===== src/rtl/pong_pkg.sv =====
// Shared types and field geometry for the pong ball/paddle datapath.
package pong_pkg;

  localparam int FIELD_W    = 16;
  localparam int FIELD_H    = 8;
  localparam int PADDLE_LEN = 3;
  localparam int XW         = $clog2(FIELD_W);
  localparam int YW         = $clog2(FIELD_H);

  typedef enum logic [1:0] {SERVE, MOVE, GOAL, FROZEN} ball_state_t;

  // Direction of travel on one axis.
  typedef logic dir_t;
  localparam dir_t DIR_NEG = 1'b0;
  localparam dir_t DIR_POS = 1'b1;

endpackage


===== src/rtl/step_timer.sv =====
// Prescaler: one-cycle step every TICK_DIV enabled clocks, clearable at any time.
// Shared by ball motion and paddle-speed limiting.
module step_timer #(
  parameter int TICK_DIV = 25_000_000
) (
  input  logic clk,
  input  logic rst_n,
  input  logic en_i,
  input  logic clr_i,
  output logic step_o
);

  localparam int            CW   = (TICK_DIV > 1) ? $clog2(TICK_DIV) : 1;
  localparam logic [CW-1:0] LAST = CW'(TICK_DIV - 1);

  logic [CW-1:0] cnt_q, cnt_d;

  // step does not look at clr_i, so a caller may derive clr_i from a step-driven next state
  assign step_o = en_i && (cnt_q == LAST);

  // NOTE: every signal written here gets a default first; a branch that skips it would infer a latch.
  always_comb begin
    cnt_d = cnt_q;
    if (clr_i)     cnt_d = '0;
    else if (en_i) cnt_d = (cnt_q == LAST) ? '0 : cnt_q + 1'b1;
  end

  // NOTE: flops use non-blocking assignments so every register samples pre-edge values.
  always_ff @(posedge clk or negedge rst_n) begin
    if (!rst_n) cnt_q <= '0;
    else        cnt_q <= cnt_d;
  end

endmodule


===== src/rtl/ball_ctrl.sv =====
// Ball motion, wall/paddle bounces and goal detection for pong; goal pulses
// feed the score block, whose game_over freezes play.
module ball_ctrl
  import pong_pkg::*;
#(
  parameter int FIELD_W     = pong_pkg::FIELD_W,
  parameter int FIELD_H     = pong_pkg::FIELD_H,
  parameter int PADDLE_LEN  = pong_pkg::PADDLE_LEN,
  parameter int TICK_DIV    = 25_000_000,
  parameter int SERVE_DELAY = 4
) (
  input  logic                       clock,
  input  logic                       reset,
  input  logic                       game_over,
  input  logic [$clog2(FIELD_H)-1:0] p1_pos,
  input  logic [$clog2(FIELD_H)-1:0] p2_pos,
  output logic [$clog2(FIELD_W)-1:0] ball_x,
  output logic [$clog2(FIELD_H)-1:0] ball_y,
  output logic                       p1vic,
  output logic                       p2vic
);

  localparam int XW   = $clog2(FIELD_W);
  localparam int YW   = $clog2(FIELD_H);
  localparam int CNTW = (SERVE_DELAY > 1) ? $clog2(SERVE_DELAY) : 1;

  localparam logic [XW-1:0]   X_CTR   = XW'(FIELD_W / 2);
  localparam logic [YW-1:0]   Y_CTR   = YW'(FIELD_H / 2);
  localparam logic [XW-1:0]   X_LAST  = XW'(FIELD_W - 1);
  localparam logic [XW-1:0]   X_P2HIT = XW'(FIELD_W - 2);
  localparam logic [XW-1:0]   X_P2RET = XW'(FIELD_W - 3);
  localparam logic [YW-1:0]   Y_LAST  = YW'(FIELD_H - 1);
  localparam logic [CNTW-1:0] CNT_END = CNTW'(SERVE_DELAY - 1);

  ball_state_t     state_q, state_d;
  logic [XW-1:0]   x_q, x_d;
  logic [YW-1:0]   y_q, y_d;
  dir_t            dx_q, dx_d, dy_q, dy_d, dy_v;
  logic [CNTW-1:0] cnt_q, cnt_d;
  logic            pend_p1_q, pend_p1_d, pend_p2_q, pend_p2_d;
  logic            p1vic_q, p1vic_d, p2vic_q, p2vic_d;
  logic            step, tmr_clr;

  // One extra bit keeps top+PADDLE_LEN-1 from wrapping; rows past the field simply never match.
  function automatic logic in_paddle(input logic [YW-1:0] top, input logic [YW-1:0] y);
    logic [YW:0] lo, hi, yy;
    lo = {1'b0, top};
    hi = lo + (YW+1)'(PADDLE_LEN - 1);
    yy = {1'b0, y};
    return (yy >= lo) && (yy <= hi);
  endfunction

  assign tmr_clr = game_over || (state_d != state_q);

  step_timer #(.TICK_DIV(TICK_DIV)) u_step_timer (
    .clk    (clock),
    .rst_n  (reset),
    .en_i   (!game_over),
    .clr_i  (tmr_clr),
    .step_o (step)
  );

  always_comb begin
    state_d   = state_q;
    x_d       = x_q;
    y_d       = y_q;
    dx_d      = dx_q;
    dy_d      = dy_q;
    dy_v      = dy_q;
    cnt_d     = cnt_q;
    pend_p1_d = 1'b0;
    pend_p2_d = 1'b0;
    p1vic_d   = pend_p1_q && !game_over;
    p2vic_d   = pend_p2_q && !game_over;

    if (game_over) begin
      state_d = FROZEN;
      cnt_d   = '0;
    end else begin
      case (state_q)
        FROZEN: begin
          x_d     = X_CTR;
          y_d     = Y_CTR;
          dy_d    = DIR_POS;
          state_d = SERVE;
          cnt_d   = '0;
        end
        SERVE: if (step) begin
          if (cnt_q == CNT_END) begin
            state_d = MOVE;
            cnt_d   = '0;
          end else cnt_d = cnt_q + 1'b1;
        end
        GOAL: if (step) begin
          if (cnt_q == CNT_END) begin
            // Serve toward whoever conceded: the ball sits on that player's goal column.
            dx_d    = (x_q == X_LAST) ? DIR_POS : DIR_NEG;
            dy_d    = DIR_POS;
            x_d     = X_CTR;
            y_d     = Y_CTR;
            state_d = SERVE;
            cnt_d   = '0;
          end else cnt_d = cnt_q + 1'b1;
        end
        MOVE: if (step) begin
          if ((y_q == '0 && dy_q == DIR_NEG) || (y_q == Y_LAST && dy_q == DIR_POS)) dy_v = ~dy_q;
          dy_d = dy_v;
          y_d  = (dy_v == DIR_POS) ? y_q + 1'b1 : y_q - 1'b1;

          if (x_q == XW'(1) && dx_q == DIR_NEG) begin
            if (in_paddle(p1_pos, y_q)) begin
              dx_d = DIR_POS;
              x_d  = XW'(2);
            end else begin
              x_d       = '0;
              pend_p2_d = 1'b1;
              state_d   = GOAL;
              cnt_d     = '0;
            end
          end else if (x_q == X_P2HIT && dx_q == DIR_POS) begin
            if (in_paddle(p2_pos, y_q)) begin
              dx_d = DIR_NEG;
              x_d  = X_P2RET;
            end else begin
              x_d       = X_LAST;
              pend_p1_d = 1'b1;
              state_d   = GOAL;
              cnt_d     = '0;
            end
          end else begin
            x_d = (dx_q == DIR_POS) ? x_q + 1'b1 : x_q - 1'b1;
          end
        end
        default: state_d = SERVE;
      endcase
    end
  end

  always_ff @(posedge clock or negedge reset) begin
    if (!reset) begin
      state_q   <= SERVE;
      x_q       <= X_CTR;
      y_q       <= Y_CTR;
      dx_q      <= DIR_POS;
      dy_q      <= DIR_POS;
      cnt_q     <= '0;
      pend_p1_q <= 1'b0;
      pend_p2_q <= 1'b0;
      p1vic_q   <= 1'b0;
      p2vic_q   <= 1'b0;
    end else begin
      state_q   <= state_d;
      x_q       <= x_d;
      y_q       <= y_d;
      dx_q      <= dx_d;
      dy_q      <= dy_d;
      cnt_q     <= cnt_d;
      pend_p1_q <= pend_p1_d;
      pend_p2_q <= pend_p2_d;
      p1vic_q   <= p1vic_d;
      p2vic_q   <= p2vic_d;
    end
  end

  assign ball_x = x_q;
  assign ball_y = y_q;
  assign p1vic  = p1vic_q;
  assign p2vic  = p2vic_q;

endmodule


===== config.mk =====
export PLATFORM = sky130hd
export DESIGN_NAME = ball_ctrl
export DESIGN_NICKNAME = d
export VERILOG_FILES = /design/src/rtl/pong_pkg.sv /design/src/rtl/step_timer.sv /design/src/rtl/ball_ctrl.sv
export SDC_FILE = /design/constraint.sdc
export NUM_CORES = 1
export LEC_CHECK = 0
export ABC_AREA = 1
export BUFFER_PORTS_ARGS = -buffer_cell sky130_fd_sc_hd__buf_2
export CORE_UTILIZATION = 28
export DETAILED_ROUTE_END_ITERATION = 8
export GPL_TIMING_DRIVEN = 0
export SLEW_MARGIN = 20
export SYNTH_ARGS = -nofsm -noshare
export SYNTH_HDL_FRONTEND = slang
export SYNTH_HIERARCHICAL = 1
export SYNTH_SLANG_ARGS = --single-unit

===== constraint.sdc =====
create_clock -name clock -period 2.4 [get_ports clock]
set_input_delay 0.48 -clock clock [delete_from_list [all_inputs] [get_ports clock]]
set_output_delay 0.48 -clock clock [all_outputs]
set_load 0.01 [all_outputs]

# Yosys cells after proc, flatten, opt, wreduce, memory -nomap -nowiden
# Index checks and enable logic that the tools add are counted.
[word_totals]
output_inout_bits = 9
inputBits = 9
register_bits = 42
[op_classes]
order_cmp = 4
n_eq_ne = 22
bitwise = 3
mux = 65
addsub = 8
reduce_logical = 20
[op_table]
columns = ["operator", "count"]
rows = [
  ["$mux W25", 3],
  ["$mux W2", 20],
  ["$mux W1", 26],
  ["$add A25 B1 Y25 const B", 1],
  ["$eq A25 B25 Y1 const B", 1],
  ["$mux W4", 6],
  ["$mux W3", 4],
  ["$ne A3 B3 Y1 const B", 4],
  ["$ne A4 B4 Y1 const B", 3],
  ["$pmux W4 S3", 1],
  ["$reduce_and A5 Y1", 2],
  ["$logic_and A1 B1 Y1", 9],
  ["$pmux W3 S3", 1],
  ["$add A3 B2 Y4 const B", 2],
  ["$eq A4 B4 Y1 const B", 2],
  ["$le A3 B4 Y1", 2],
  ["$pmux W2 S4", 1],
  ["$reduce_and A8 Y1", 1],
  ["$eq A2 B2 Y1 const B", 3],
  ["$ge A3 B3 Y1", 2],
  ["$ne A2 B2 Y1 const B", 3],
  ["$pmux W2 S3", 1],
  ["$add A4 B1 Y4 const B", 1],
  ["$eq A4 B1 Y1 const B", 1],
  ["19 further kinds", 22],
]

# Logic depth before layout (Yosys ltp)
# Gate-level depths: netlist of the first run.
[depth]
word_depth = 12
mapped_depth = 18
depth_no_buf = 18

# Cells and area by module
# The synthesis of the first run kept the hierarchy.
[modules_own_cells]
columns = ["mod", "seq_area_each_um2", "cells_each", "n_inst", "area_per_inst_um2"]
rows = [
  ["step_timer", 625.6, 234, 1, 1595.3],
  ["ball_ctrl", 430.4, 196, 1, 1448.9],
]

# Least setup slack after synthesis of the first run
# No wires, ideal clock.
[synth_path]
path_type = "input to register"
from = "in game_over"
to = "reg u_step_timer.cnt_q[14]"
cell_stages = 14
slack_ns = -0.320
arrival_time_ns = 2.596
required_ns = 2.276
cell_sequence = "buf_4 clkinv_1 inv_1 nor3_1 nand2_1 o211ai_1 nand4_1 nand2_1 nor2_1 inv_1 clkbuf_1 nand2_1 xor2_1 nor2_1"
[synth_via]
elab_chain_cells = 8
elab_cells_between_ends = 11
[synth_rtl]
columns = ["element", "line", "source"]
rows = [
  ["from (decl)", "ball_ctrl.sv:14", "input logic game_over,"],
  ["$logic_not A1 Y1 (*)", "ball_ctrl.sv:58", ".en_i (!game_over),"],
  ["$logic_and A1 B1 Y1 (*)", "step_timer.sv:19", "assign step_o = en_i && (cnt_q == LAST);"],
  ["named net step", "ball_ctrl.sv:42", "logic step, tmr_clr;"],
  ["$mux W2 (on tied branches)", "ball_ctrl.sv:105, ball_ctrl.sv:88, ball_ctrl.sv:94", ""],
  ["$pmux W2 S4 (*)", "ball_ctrl.sv:80", "case (state_q)"],
  ["$mux W2 (*)", "ball_ctrl.sv:76", "if (game_over) begin"],
  ["$ne A2 B2 Y1 (*)", "ball_ctrl.sv:53", "assign tmr_clr = game_over || (state_d != state_q);"],
  ["$logic_or A1 B1 Y1 (*)", "ball_ctrl.sv:53", ""],
  ["named net tmr_clr", "ball_ctrl.sv:42", ""],
  ["$ne A2 B1 Y1 (no source line) or $mux W25 (tied branches)", "n/a", ""],
  ["to (signal assigned)", "step_timer.sv:31", "else cnt_q <= cnt_d;"],
  ["to (decl)", "step_timer.sv:16", "logic [CW-1:0] cnt_q, cnt_d;"],
]
# Mark *: on every way through the listed nets, which the timed path passes. The rest lies on a longest branch.
# A chain may end at the register's enable or synchronous reset.

# Worst setup path after layout of the first run
[layout_path]
from = "reg u_step_timer.cnt_q[6]"
to = "reg u_step_timer.cnt_q[3]"
[layout_via]
elab_chain_cells = 8
elab_cells_between_ends = 13
[layout_rtl]
columns = ["element", "line"]
rows = [
  ["$eq A25 B25 Y1 (*)", "step_timer.sv:19"],
  ["$logic_and A1 B1 Y1 (*)", "step_timer.sv:19"],
  ["named net step", "ball_ctrl.sv:42"],
  ["$mux W2 (on tied branches)", "ball_ctrl.sv:105, ball_ctrl.sv:88, ball_ctrl.sv:94"],
  ["$pmux W2 S4 (*)", "ball_ctrl.sv:80"],
  ["$mux W2 (*)", "ball_ctrl.sv:76"],
  ["$ne A2 B2 Y1 (*)", "ball_ctrl.sv:53"],
  ["$logic_or A1 B1 Y1 (*)", "ball_ctrl.sv:53"],
  ["named net tmr_clr", "ball_ctrl.sv:42"],
  ["$ne A2 B1 Y1 (no source line) or $mux W25 (tied branches)", "n/a"],
]
# Mark *: on every way through the listed nets, which the timed path passes. The rest lies on a longest branch. The select of a mux whose other input is x is not followed.

==> flow_summary.toml, run 1 <==
[setup_path]
regToRegStartpoint = "u_step_timer/cnt_q[6]"
critical_path.endpoint_type = "flop"
critPathCapture = "u_step_timer/cnt_q[3]"
r2r-end = "u_step_timer/cnt_q[3]"
critPathLaunchType = "flop"
cp.required_ns = 2.59
crit_start = "u_step_timer/cnt_q[6]"
cp.arrival_ns = 2.67
r2r.worst_path.cells = 13
crit_fanout = 3
setup.worst_path.class = "reg -> reg"
rrSetupSlack_ns = -0.08

[synth]
synth_common_cells = "nand2_1, nor2_1, inv_1, dfrtp_1, nand3_1"
yosysWarnings = 6
synth_seq_area_share_pct = 34.7
synth_nets = 458
synth_largest_area_cell = "dfrtp_1"
synth_area_leaders = "dfrtp_1, nand2_1, nor2_1"
synth_area_per_cell_um2 = 7.08
yosysUniqueCellTypes = 36
synth_edf_count = 0
syn-instance-count = 430
synth_area_mm2 = 0.00304
ys_async_sr_fraction_pct = 100
ys_ff_latch = 42
synthFlopType = "dfrtp_1"
yosysTopAreaCellShare_pct = 31.2
synth_most_common_cell = "nand2_1"

[sta]
hold_viol = 0
rsz0062_at_grt = "true"
slew_headroom_pct = 63.5
setup_viol = 5
finalWorstSetupSlack_ns = -0.0838
fin_worst_skew_ns = 0.0101
finalMaxSlewViolations = 0
period_share_pct = 103
max_freq_ghz = 0.403
finalCriticalPeriod_ns = 2.48
hold_slack_ns = 0.160
setup_tns_ns = -0.283
tightestPinTransition_ns = 0.548

[cts]
cts.sinks = 42
clockBufferDepth = 2
clk_pin_slew_ns = 0.09
cts.root.buffer_cell = "clkbuf_8"
holdBufCountCts = 0
cts_tree = "done"
numCtsBuffers = 5
insertion_delay_ns = 0.30
cts-htree-levels = 2

[floorplanning]
die_x_um = 106
start_util_pct = 29.2
core_area_mm2 = 0.0104
dieArea_mm2 = 0.0113
io-pin-count = 18
fp.dieH_um = 106
rows = 37

[route]
drt-initial-drc-count = 130
first_pass_iters = 4
drc = 0
vias_per_cell = 4.68
detail-route-antenna-nets = 0
wire_per_inst_um = 12.1
routed_wl_mm = 7.44
wl_met1_mm = 3.49
vias = 2880
wl_met3_um = 210
top_layer = "met4"
routed-wl-met2_mm = 3.66

[pwr]
p_comb_share_pct = 19.2
switching_share_pct = 27.8
p_seq_share_pct = 43.1
power_density_mw_per_mm2 = 470
cell_internal_pwr_mw = 1.30
vdd_drop_max_uv = 289
switching_power_mw = 0.498
p_leak_nw = 1.75
p_clk_share_pct = 37.7
p_total_mw = 1.79

[global_route]
gr-total-overflow = 0
grt_pass1_vias = 2864
antenna_found_initial = 0
grt_max_degree = 43
grt_pass1_wl_mm = 12.6
grt_usage_pct = 13.8

[layout]
syn2layout_area_growth_pct = 25.2
nFillCells = 1100
fin_util_pct = 36.6
fin_nets = 506
n_antenna_cell = 0
drive_above_1_share_pct = 23.2

[status]
status = "finished with violations"
violations = "negative setup slack"

[min_path]
hold_class = "in -> async"

[placement]
post-place-ws_ns = -0.525
place_hpwl_mm = 5.22
portBuffers = 16
finalWeightedCongestion = 0.838

[job]
drv_cap = 0
-- worst min path at each step --
| stage | start | endpoint | cells after the start |
|---|---|---|---|
| 6_report | reset | p2vic | 1 |
| 2_1_floorplan | reset | ball_x[0] | 0 |
| 5_1_grt | reset | u_step_timer/cnt_q[0] | 1 |
| 3_5_place_dp | pend_p1_q | p1vic | 2 |
| 4_1_cts | reset | u_step_timer/cnt_q[10] | 1 |
| 3_3_place_gp | pend_p1_q | p1vic | 2 |
-- kinds of logic (layout without fill, tap and decap cells) --
family	after synthesis	count (layout)	share of synthesized area [%]
and+or+nand+nor	252	252	37.4
buffers and inverters	62	111	8.14
AOI/OAI and AO/OA	44	44	8.51
DFF	42	42	34.7
adders and majority gates	19	19	8.06
xor gates and xnor gates	11	11	3.16
-- timing repair --
item / CTS / global route
gates cloned: 0 / 1
setup endpoints to repair: 25 / 24
resized for setup: 29 / 25
pin swaps: 10 / 17
setup buffers: 13 / 11
-- per-layer routing --
metal | global-route usage, % | vias up
met4 | 4.17 | 0
met2 | 24.2 | 37
met1 | 17.0 | 1353
li1 | - | 1481
met3 | 2.70 | 9
met5 | 0 | -
-- layout make-up --
class | count | area, um^2 | area share, %
Sequential cell | 42 | 1060 | 27.8
Timing Repair Buffer | 41 | 285 | 7.49
Buffer | 5 | 56.3 | 1.48
Tap cell | 136 | 170 | 4.46
Clock inverter | 3 | 68.8 | 1.81
Multi-Input combinational cell | 326 | 1890 | 49.5
Inverter | 57 | 215 | 5.65
Clock buffer | 5 | 68.8 | 1.81
-- power by group through the flow --
| stage | registers [mW] | clock network [mW] | logic [mW] |
|---|---|---|---|
| after floorplan | 0.780 | 0 | 0.189 |
| after CTS | 0.773 | 0.704 | 0.294 |
| after global routing | 0.780 | 0.719 | 0.388 |
| final | 0.773 | 0.676 | 0.344 |
| after global placement | 0.781 | 0 | 0.268 |
| after detailed placement | 0.780 | 0 | 0.272 |
-- state kept, by name (all words and copies together), names as in the netlist --
register	count
ball_y	3
p1vic	1
u_step_timer/cnt_q	25
p2vic	1
ball_x	4
pend_p2_q	1
state_q	2
cnt_q	2
pend_p1_q	1
dy_q	1
dx_q	1
-- placed cells by master (no fill, tap or decap), types with 4 or more instances in the layout --
master / n
nor3_1: 7
nor2_1: 60
clkbuf_8: 5
nand2_1: 95
nor2_2: 8
xor2_1: 10
nand2_2: 13
buf_2: 15
nand4_1: 15
ha_1: 16
a21oi_1: 18
dfstp_2: 4
o21ai_0: 12
buf_6: 5
nand3_1: 33
o21ai_1: 4
dfrtp_2: 4
dfrtp_1: 34
nor2_4: 11
o211ai_1: 4
buf_4: 24
inv_1: 53
-- worst max-delay path: stages (launching register included) --
cell	delay, ns
dfrtp_2	0.44
nor4_4	0.32
nand3_2	0.13
nor3_4	0.23
nand2_2	0.09
o211ai_1	0.20
nand4_1	0.17
nand2_2	0.14
nor2_4	0.06
nor2_4	0.15
buf_4	0.13
buf_4	0.10
xor2_1	0.15
nor2_1	0.06
-- metrics by stage --
| step | cell area (um^2) | cells |
|---|---|---|
| after detailed placement | 3310 | 582 |
| after global placement | 3310 | 582 |
| final | 3810 | 615 |
| after CTS | 3640 | 603 |
| after floorplan | 3060 | 430 |
| after global routing | 3810 | 615 |
No activity file was read; power rests on OpenSTA's default activity.
==> inputs of run 2 (changes only) <==
--- a/config.mk
+++ b/config.mk
@@ -10,6 +10,8 @@
 export CORE_UTILIZATION = 28
 export DETAILED_ROUTE_END_ITERATION = 8
 export GPL_TIMING_DRIVEN = 0
+export RECOVER_POWER = 100
+export SKIP_LAST_GASP = 1
 export SLEW_MARGIN = 20
 export SYNTH_ARGS = -nofsm -noshare
 export SYNTH_HDL_FRONTEND = slang
==> run 2 against run 1 <==
Setup slack is essentially flat. Sequential share of layout area grew 0.12 points. First-iteration DRC count is 0.77% lower. Non-clock buffer count unchanged. The flow still finishes with violations (negative setup slack). Critical path depth is the same. Wire length is 0.11% lower. Via count rose by 0.14%. Fmax is essentially flat. Total power shrank 0.24%. Count of clock-buffer cells in the layout unchanged.
==> flow_summary.toml, run 2 (synthesized netlist as in run 1, its figures left out) <==
[status]
status = "finished with violations"
violations = "negative setup slack"

[sta]
setup_viol = 5
tightestPinTransition_ns = 1.07
finalWorstSetupSlack_ns = -0.0841
period_share_pct = 104
hold_viol = 0
fin_worst_skew_ns = 0.00995
hold_slack_ns = 0.363
slew_headroom_pct = 28.7
finalMaxSlewViolations = 0
rsz0062_at_grt = "true"
finalCriticalPeriod_ns = 2.48
max_freq_ghz = 0.403

[layout]
layout_commonest_cell = "nand2_1"
n_antenna_cell = 0
final_cells = 615
nFillCells = 1100
final_area_mm2 = 0.00379
syn2layout_area_growth_pct = 24.5
fin_util_pct = 36.4
fin_nets = 506
largest_reg_flops = 25
mostFrequentLayoutCells = "nand2_1, nor2_1, inv_1"
drive_above_1_share_pct = 21.3
max_flop_register = "u_step_timer/cnt_q"

[floorplanning]
fp.dieH_um = 106
die_x_um = 106
core_area_mm2 = 0.0104
rows = 37
start_util_pct = 29.2
io-pin-count = 18
dieArea_mm2 = 0.0113

[placement]
dp_cells = 582
place_hpwl_mm = 5.22
portBuffers = 16
dpl_cell_area_mm2 = 0.00331
finalWeightedCongestion = 0.838

[route]
wire_per_inst_um = 12.1
vias = 2884
vias_per_cell = 4.69
routed_wl_mm = 7.43
drc = 0
detail-route-antenna-nets = 0
drt-initial-drc-count = 129
first_pass_iters = 4

[cts]
cts-htree-levels = 2
numCtsBuffers = 5
cts.root.buffer_cell = "clkbuf_8"
clockBufferDepth = 2
insertion_delay_ns = 0.30
cts.sinks = 42
cts_tree = "done"
clk_pin_slew_ns = 0.08
holdBufCountCts = 0

[global_route]
grt_pass1_vias = 2864
grt_usage_pct = 13.8
gr-total-overflow = 0
antenna_found_initial = 0
grt_pass1_wl_mm = 12.6
grt_max_degree = 43

[pwr]
p_seq_share_pct = 43.1
p_clk_share_pct = 37.9
p_leak_nw = 1.72
switching_share_pct = 27.8
cell_internal_pwr_mw = 1.29
vdd_drop_max_uv = 289
p_comb_share_pct = 19.0
power_density_mw_per_mm2 = 472
switching_power_mw = 0.497

[setup_path]
setup.worst_path.class = "reg -> reg"
cp.required_ns = 2.59
path_buf_inv = 2
critical_path.endpoint_type = "flop"
critPathLaunchType = "flop"
cp.arrival_ns = 2.67
path_delay_family = "simple AND/OR/NAND/NOR gates"
worstPathCellList = "nor4_4 > nand3_2 > nor3_4 > nand2_2 > o211ai_1 > nand4_1 > nand2_2 > nor2_4 > nor2_4 > buf_4 > buf_4 > xor2_1 > nor2_1"
r2r.worst_path.cells = 13
r2r-end = "u_step_timer/cnt_q[3]"
regToRegStartpoint = "u_step_timer/cnt_q[6]"
max_stage_delay_ns = 0.44
rrSetupSlack_ns = -0.08
slowest_stage = "dfrtp_2"
crit_fanout = 3

[job]
drv_cap = 0

[min_path]
hold_class = "in -> async"
==> run 2: metrics by stage <==
stage	total power, mW	TNS, ns	setup slack (ns)
after floorplan	0.969	0	0.0346
after global placement	1.05	-10.03	-0.610
after detailed placement	1.05	-9.42	-0.525
after CTS	1.77	0	0.00338
after global routing	1.88	-2.80	-0.217
final	1.79	-0.285	-0.0841
==> run 2: final cells by class <==
| cell class | instances | area, um^2 | share of cell area [%] |
|---|---|---|---|
| Clock buffer | 5 | 68.8 | 1.82 |
| Clock inverter | 3 | 68.8 | 1.82 |
| Inverter | 57 | 215 | 5.68 |
| Buffer | 5 | 56.3 | 1.49 |
| Timing Repair Buffer | 41 | 273 | 7.20 |
| Multi-Input combinational cell | 326 | 1880 | 49.6 |
| Sequential cell | 42 | 1060 | 28.0 |
| Tap cell | 136 | 170 | 4.49 |
==> run 2: power by group through the flow <==
| stage | combinational [mW] | sequential (mW) | clock, mW |
|---|---|---|---|
| 2_1_floorplan | 0.189 | 0.780 | 0 |
| 3_3_place_gp | 0.268 | 0.781 | 0 |
| 3_5_place_dp | 0.272 | 0.780 | 0 |
| 4_1_cts | 0.294 | 0.773 | 0.704 |
| 5_1_grt | 0.385 | 0.778 | 0.719 |
| 6_report | 0.341 | 0.771 | 0.677 |
==> run 2: how the worst max path moves through the flow <==
stage / start / to / slack (ns) / cells after the start
detailed placement: u_step_timer/cnt_q[13] / u_step_timer/cnt_q[9] / -0.53 / 14
floorplan: u_step_timer/cnt_q[10] / u_step_timer/cnt_q[9] / 0.03 / 13
CTS: u_step_timer/cnt_q[9] / u_step_timer/cnt_q[12] / 0.003 / 16
finish: u_step_timer/cnt_q[6] / u_step_timer/cnt_q[3] / -0.08 / 13
global placement: u_step_timer/cnt_q[10] / u_step_timer/cnt_q[9] / -0.61 / 13
global route: u_step_timer/cnt_q[6] / u_step_timer/cnt_q[9] / -0.22 / 13
==> run 2: repair_timing <==
| action | 4_1_cts | 5_1_grt |
|---|---|---|
| endpoints found under the setup margin | 25 | 24 |
| pin swaps | 10 | 17 |
| buffers inserted | 13 | 11 |
| resized for setup | 29 | 24 |
| cloned | 0 | 1 |
==> run 2: layer usage <==
| layer | vias up | part of all wire, % | track usage (%) |
|---|---|---|---|
| met1 | 1354 | 47 | 17.0 |
| li1 | 1482 | - | - |
| met5 | - | 0 | 0 |
| met3 | 11 | 2.9 | 2.70 |
| met2 | 37 | 49 | 24.2 |
| met4 | 0 | 1.3 | 4.17 |
==> inputs of run 3 (changes only) <==
--- a/config.mk
+++ b/config.mk
@@ -7,9 +7,12 @@
 export LEC_CHECK = 0
 export ABC_AREA = 1
 export BUFFER_PORTS_ARGS = -buffer_cell sky130_fd_sc_hd__buf_2
+export CELL_PAD_IN_SITES_DETAIL_PLACEMENT = 1
+export CELL_PAD_IN_SITES_GLOBAL_PLACEMENT = 2
 export CORE_UTILIZATION = 28
 export DETAILED_ROUTE_END_ITERATION = 8
 export GPL_TIMING_DRIVEN = 0
+export PLACE_DENSITY_LB_ADDON = 0.1
 export RECOVER_POWER = 100
 export SKIP_LAST_GASP = 1
 export SLEW_MARGIN = 20
==> constraint.sdc (replaced) <==
create_clock -name clock -period 3.17 [get_ports clock]
set_input_delay 0.634 -clock clock [delete_from_list [all_inputs] [get_ports clock]]
set_output_delay 0.634 -clock clock [all_outputs]
set_load 0.01 [all_outputs]
==> run 3 against run 2 <==
The flow now finishes without violations. Largest power group unchanged. Register-to-register slack gained 0.41 ns. First-iteration DRC count is 57% lower. Count of clock-buffer cells in the layout grew 2. Cell area shrank 9.7%.
==> flow_summary.toml, run 3 (synthesized netlist as in run 1, its figures left out) <==
[pwr]
power_density_mw_per_mm2 = 343
vdd_drop_max_uv = 134
p_leak_nw = 1.53

[setup_path]
path_buf_inv = 4
worstPathCellList = "buf_4 > clkinv_1 > inv_1 > nor3_4 > buf_4 > nor3_1 > a21oi_1 > nand4_1 > nand2_1 > nor2_1 > a21boi_0 > nand3_1 > nand2_1"
crit_fanout = 11
max_stage_delay_ns = 0.57
cp.required_ns = 3.41
slowest_stage = "a21boi_0"
critPathLaunchType = "primary input"
cp.arrival_ns = 3.16
critical_path.endpoint_type = "flop"
setup.worst_path.class = "in -> reg"
path_delay_family = "simple AND/OR/NAND/NOR gates"
r2r.worst_path.cells = 16
path_depth = 13

[layout]
drive_above_1_share_pct = 11.4
final_area_mm2 = 0.00342
n_antenna_cell = 0
largest_reg_flops = 25
syn2layout_area_growth_pct = 12.5
fin_nets = 482
mostFrequentLayoutCells = "nand2_1, nor2_1, inv_1"
max_flop_register = "u_step_timer/cnt_q"
nFillCells = 1335
layout_commonest_cell = "nand2_1"

[sta]
finalCriticalPeriod_ns = 2.92
max_freq_ghz = 0.342
setup_viol = 0
finalMaxSlewViolations = 0
tightestPinTransition_ns = 0.635
fin_worst_skew_ns = 0.00929
hold_viol = 0
rsz0062_at_grt = "true"
finalWorstSetupSlack_ns = 0.247
period_share_pct = 92.2
setup_tns_ns = 0
slew_headroom_pct = 57.3

[route]
drc = 0
routed_wl_mm = 8.80
detail-route-antenna-nets = 0
first_pass_iters = 4
wire_per_inst_um = 14.9
vias_per_cell = 4.78
drt-initial-drc-count = 56
vias = 2827

[cts]
cts-htree-levels = 2
cts.root.buffer_cell = "clkbuf_8"
insertion_delay_ns = 0.30
clk_pin_slew_ns = 0.09
cts_tree = "done"
cts.sinks = 42
clockBufferDepth = 2
numCtsBuffers = 5

[floorplanning]
core_area_mm2 = 0.0104
dieArea_mm2 = 0.0113
io-pin-count = 18
fp.dieH_um = 106
rows = 37
die_x_um = 106
start_util_pct = 29.2

[global_route]
grt_max_degree = 43
antenna_found_initial = 0
grt_pass1_wl_mm = 15.3
gr-total-overflow = 0
grt_usage_pct = 17.3
grt_pass1_vias = 3055

[job]
drv_cap = 0

[placement]
post-place-ws_ns = -0.658
place_hpwl_mm = 6.96
finalWeightedCongestion = 0.742
portBuffers = 16
dpl_cell_area_mm2 = 0.00329

[min_path]
hold_class = "in -> async"

[status]
status = "completed"
==> run 3: changes by cell type in the layout (fill, tap and decap cells not counted), sizes merged <==
cell	change
bufinv	-2
clkbuf	+3
buf	-25
==> run 3: path summary, 6_finish.rpt <==
kind                                   startpoint                     end  slack (ns)
min in group clock                      pend_p2_q                   p2vic        0.47
max                                     game_over  u_step_timer/cnt_q[22]        0.25
min                                         reset  u_step_timer/cnt_q[15]        0.32
max in group asynchronous                   reset  u_step_timer/cnt_q[22]        2.44
min reg2reg                             pend_p2_q                   p2vic        0.47
max reg2reg                u_step_timer/cnt_q[15]  u_step_timer/cnt_q[11]        0.33
==> run 3: timing repair <==
item,4_1_cts,5_1_grt
pin swaps,0,1
resized for setup,2,9
setup endpoints to repair,17,15
hold buffers,0,0
buffers inserted,0,2
==> run 3: worst register-to-register path, cell delays in order, from the launching register on <==
cell and delay [ns]:
dfrtp_1 0.45, inv_1 0.10, nand2_1 0.08, nor2_1 0.16
nand4_1 0.16, nor3_4 0.21, nand2_1 0.15, o211ai_1 0.21
nand4_1 0.15, nand2_1 0.15, nor2_1 0.10, nor2_1 0.19
nand2_1 0.18, nor2_1 0.19, nand3b_1 0.09, o21ai_0 0.08
nor2_1 0.06
==> run 3: power by group <==
| group | internal [mW] | leakage (nW) | total (mW) | switching (mW) |
|---|---|---|---|---|
| combinational | 0.0674 | 0.925 | 0.209 | 0.142 |
| sequential | 0.556 | 0.559 | 0.581 | 0.0255 |
| clock | 0.176 | 0.0482 | 0.382 | 0.206 |
==> run 3: area by class of cell <==
cell class,instances,area [um^2],share of cell area (%)
multi-input combinational,326,1770,51.7
sequential,42,1060,30.9
inverter,57,214,6.25
tap,136,170,4.97
timing repair buffer,18,87.6,2.56
clock buffer,7,86.3,2.52
buffer,4,31.3,0.914
clock inverter,1,5.00,0.146
==> run 3: metal layers <==
layer | track usage, % | wire (um) | vias to the layer above
li1 | - | - | 1434
met1 | 19.3 | 3820 | 1369
met2 | 34.0 | 4760 | 17
met3 | 2.33 | 127 | 7
met4 | 3.97 | 94 | 0
met5 | 0 | 0 | -
==> run 3: stage by stage <==
step                utilization, %  hold WS (ns)  std cells  power [mW]
floorplan                        -         0.338        430       0.732
global placement              31.6         0.457        582       0.808
detailed placement            31.6         0.469        582       0.810
CTS                           32.6         0.478        589        1.20
global route                  32.9         0.358        591        1.25
finish                        32.9         0.316        591        1.17
